## src/rtl/ram_1.sv

```systemverilog
// Single-port flip-flop RAM, clearable by async reset; read latency 1 cycle.
// Write-through on read-during-write; no backpressure, accepts an access every cycle.
module ram_1 #(
  parameter int DATA_WIDTH = 8,
  parameter int ADDR_WIDTH = 6,
  parameter int DEPTH      = 2 ** ADDR_WIDTH
) (
  input  logic                  clock,
  input  logic                  rst,
  input  logic [ADDR_WIDTH-1:0] address,
  input  logic [DATA_WIDTH-1:0] data,
  input  logic                  wren,
  output logic [DATA_WIDTH-1:0] q
);

  localparam int IW = (DEPTH > 1) ? $clog2(DEPTH) : 1;

  logic [DATA_WIDTH-1:0] mem [DEPTH];
  logic [IW-1:0]         idx;

  // Modulo decode keeps every address value legal even if DEPTH is not a power of two.
  assign idx = IW'(32'(address) % 32'(DEPTH));

  always_ff @(posedge clock or negedge rst) begin
    if (!rst) begin
      for (int i = 0; i < DEPTH; i++) begin
        mem[i] <= '0;
      end
      q <= '0;
    end else begin
      if (wren) begin
        mem[idx] <= data;
      end
      q <= wren ? data : mem[idx];
    end
  end

endmodule

```

## config.mk

```make
export PLATFORM = sky130hd
export DESIGN_NAME = ram_1
export DESIGN_NICKNAME = d
export VERILOG_FILES = /design/src/rtl/ram_1.sv
export SDC_FILE = /design/constraint.sdc
export NUM_CORES = 1
export LEC_CHECK = 0
export ABC_CLOCK_PERIOD_IN_PS = 4500
export BUFFER_PORTS_ARGS = -buffer_cell sky130_fd_sc_hd__clkbuf_2
export CAP_MARGIN = 20
export CORE_MARGIN = 2
export CORE_UTILIZATION = 45
export DETAILED_ROUTE_END_ITERATION = 12
export GPL_TIMING_DRIVEN = 0
export MAX_ROUTING_LAYER = met4
export PLACE_DENSITY_LB_ADDON = 0.2
export SYNTH_ARGS = -nofsm -noshare
export SYNTH_HDL_FRONTEND = slang
export SYNTH_SLANG_ARGS = --single-unit
```

## constraint.sdc

```tcl
create_clock -name clock -period 4.5 [get_ports clock]
set_input_delay 0.9 -clock clock [delete_from_list [all_inputs] [get_ports clock]]
set_output_delay 0.9 -clock clock [all_outputs]
set_load 0.005 [all_outputs]
```

==> results.yml <==
pwr:
  p_total_mw: 12.09
  p_leak_nw: 12.37
  vdd_drop_max_v: 0.0002996
  powerDensity_nw_per_um2: 446.9
synthesis:
  synthCells: 1753
  syn_nets: 1770
  synth_seq_cells: 520
  synth_edf_count: 0
  synth_cell_type_count: 62
  avgSynthCellArea_sq_um: 13.64
  syn-cell-area_sq_um: 23910
  synth_flop_cell: "dfrtp_1"
  ys_seq_area_share_pct: 54.43
  ys_warn_count: 0
  async_flop_share_pct: 100.0
timing:
  min_period_ns: 4.295
  clock.fmax_mhz: 232.8
  slew_headroom_pct: 13.42
  setup_viol: 0
  rsz0062_at_grt: "no"
  hold_viol: 0
  period_share_pct: 95.45
  finClkSkew_ns: 0.01288
  worst_slew_pin_slew_ns: 1.299
  slew_violations: 0
die:
  initial_utilization_pct: 45.49
  core_sq_um: 52550
  io_pins: 25
  rows: 84
  die_area_sq_um: 54990
  die_h_microns: 234.5
  dieWidth_microns: 234.5
clock_network:
  htreeDepth: 2
  cts_tree: "done"
  postCtsSetupBuffers: 0
  cts_sinks: 520
  cts_resized: 0
  clk_pin_slew_worst_paths_ns: 0.06
  ctsHoldBuffers: 0
  cts_root_buf: "clkbuf_16"
  numCtsBuffers: 56
  clk_path_buf_depth: 3
  clk_latency_ns: 0.62
setup_path:
  cpMostUsedCell: "buf_2"
  cp_slowest_stage_delay_ns: 0.90
  criticalPathCategory: "in -> reg"
  crit_slowest_cell: "clkbuf_1"
  crit_path_cell_trace: "clkbuf_2 > buf_6 > buf_2 > buf_2 > clkbuf_1 > nor2_1 > a22oi_1 > o221ai_1 > a21oi_1 > a41oi_1"
  worstPathMaxFanout: 10
  cp-start-kind: "primary input"
  crit_arrival_ns: 4.72
  worstPathRequired_ns: 4.93
  cp-end-kind: "flip-flop"
placed_design:
  gp_congestion: 1.007
  dp_hpwl_mm: 58.98
  port_buffers: 16
  dp.cells: 2469
route:
  firstDrtPassIters: 7
  drt_wl_total_mm: 87.54
  wl_per_cell_microns: 34.03
  viasPerCell: 6.451
  antenna_left: 0
  vias: 16590
  drtIter0Drc: 1861
  drc: 0
global_routing:
  grtUsageMet2_pct: 47.79
  grt_pass1_vias: 16670
  grt_usage_pct: 33.49
  grt-ovfl-total: 0
  gr-usage-met1_pct: 44.10
  antenna_found_initial: 0
  grt.busiest_layer: "met2"
  grt_start_max_net_pins: 116
  met3_usage_pct: 8.127
  grt_pass1_wl_mm: 124.4
layout:
  layout-drive-gt1-share_pct: 40.18
  fillers: 4511
  area_delta_synth_final_pct: 13.14
  fin_cells: 2572
  n_antenna_cell: 0
  final_nets: 1858
status:
  outcome: "finished clean"
hold_path:
  hp-class: "in -> async"
run:
  drv_cap: 0
-- through the flow --
stage               instance area (sq um)  worst slack (ns)  hold WS (ns)  setup TNS [ns]  util (%)
finish                              27050            0.2046        0.2529               0     51.47
global route                        27050            0.3856        0.2854               0     51.47
CTS                                 27020            0.4970        0.2560               0     51.42
detailed placement                  25120           -0.1342        0.4664         -0.2835     47.80
global placement                    24850            -9.322        0.4570        -4824.66     47.28
floorplan                           23910             1.914        0.4416               0         -
-- path summary, 6_finish.rpt --
| check | endpoint | start | cells after the start | slack, ns |
|---|---|---|---|---|
| setup / recovery | q[0] | address[1] | 10 | 0.20 |
| hold / removal | mem[438] | rst | 1 | 0.25 |
| setup reg to reg | q[6] | mem[166] | 4 | 2.03 |
| hold reg to reg | mem[349] | mem[349] | 2 | 0.48 |
| max in group asynchronous | mem[314] | rst | 3 | 2.70 |
| min in group clock | mem[349] | mem[349] | 2 | 0.48 |
-- placed cells by master, fill, tap and decap left out, drive strengths merged, types with 47 or more instances in the layout --
master	Yosys	layout
dfrtp	520	520
mux2	492	492
clkbuf	81	184
nand2	120	120
o21ai	88	88
nor2	64	64
buf	47	61
a221oi	50	50
mux4	48	48
mux2i	47	47
-- flip-flops by register name, summed over array words and instances (netlist names) --
name,cells
mem,512
q,8
-- per-layer routing --
metal | up-vias | share of wire [%]
met5 | - | 0
met3 | 260 | 9.2
met2 | 854 | 43
met4 | 0 | 6.2
met1 | 8790 | 41
li1 | 6687 | -
-- synth_stat cells, drive strengths merged (5+ instances only) --
master	instances	area [sq um]
a221o	6	60.06
mux4	48	1089
a21oi	39	195.2
o211ai	5	37.54
a22o	6	52.55
nand3	8	60.06
nor2b	6	37.54
o221ai	7	61.31
nand2	120	550.5
nor2	64	322.8
inv	6	25.03
buf	47	319.1
o22ai	18	112.6
a22oi	39	292.8
mux2	492	5563
a221oi	50	437.9
clkbuf	81	304.0
mux2i	47	470.5
nor3	5	63.81
dfrtp	520	13010
o21ai	88	440.4
-- where the power goes --
| part | internal, mW | switching [mW] | leakage [nW] |
|---|---|---|---|
| registers | 5.29 | 0.314 | 6.90 |
| logic | 0.767 | 0.907 | 4.53 |
| clock network | 2.89 | 1.92 | 0.938 |
-- layout make-up --
| class | instances | area, sq um | share of cell area (%) |
|---|---|---|---|
| plain buffers | 128 | 624.3 | 2.308 |
| multi-input cells | 1098 | 10240 | 37.87 |
| well taps | 688 | 860.8 | 3.183 |
| clock inverters | 14 | 220.2 | 0.8142 |
| repair buffers | 30 | 379.1 | 1.402 |
| flip-flops and latches | 520 | 13010 | 48.11 |
| inverters | 7 | 28.78 | 0.1064 |
| clock buffers | 87 | 1679 | 6.208 |
-- logic make-up after synthesis --
| group | synth area share, % |
|---|---|
| mux | 29.79 |
| buf+inv | 2.727 |
| flops | 54.43 |
| simple gates | 5.030 |
| compound gates | 8.023 |
-- critical path: cells and delay by family --
kind	cells	cell delay (ns)
AND/OR/NAND/NOR	1	0.21
AO/OA/AOI/OAI	4	1.25
buffers and inverters	5	2.33
Note: power is estimated with default switching activity, not from simulation.
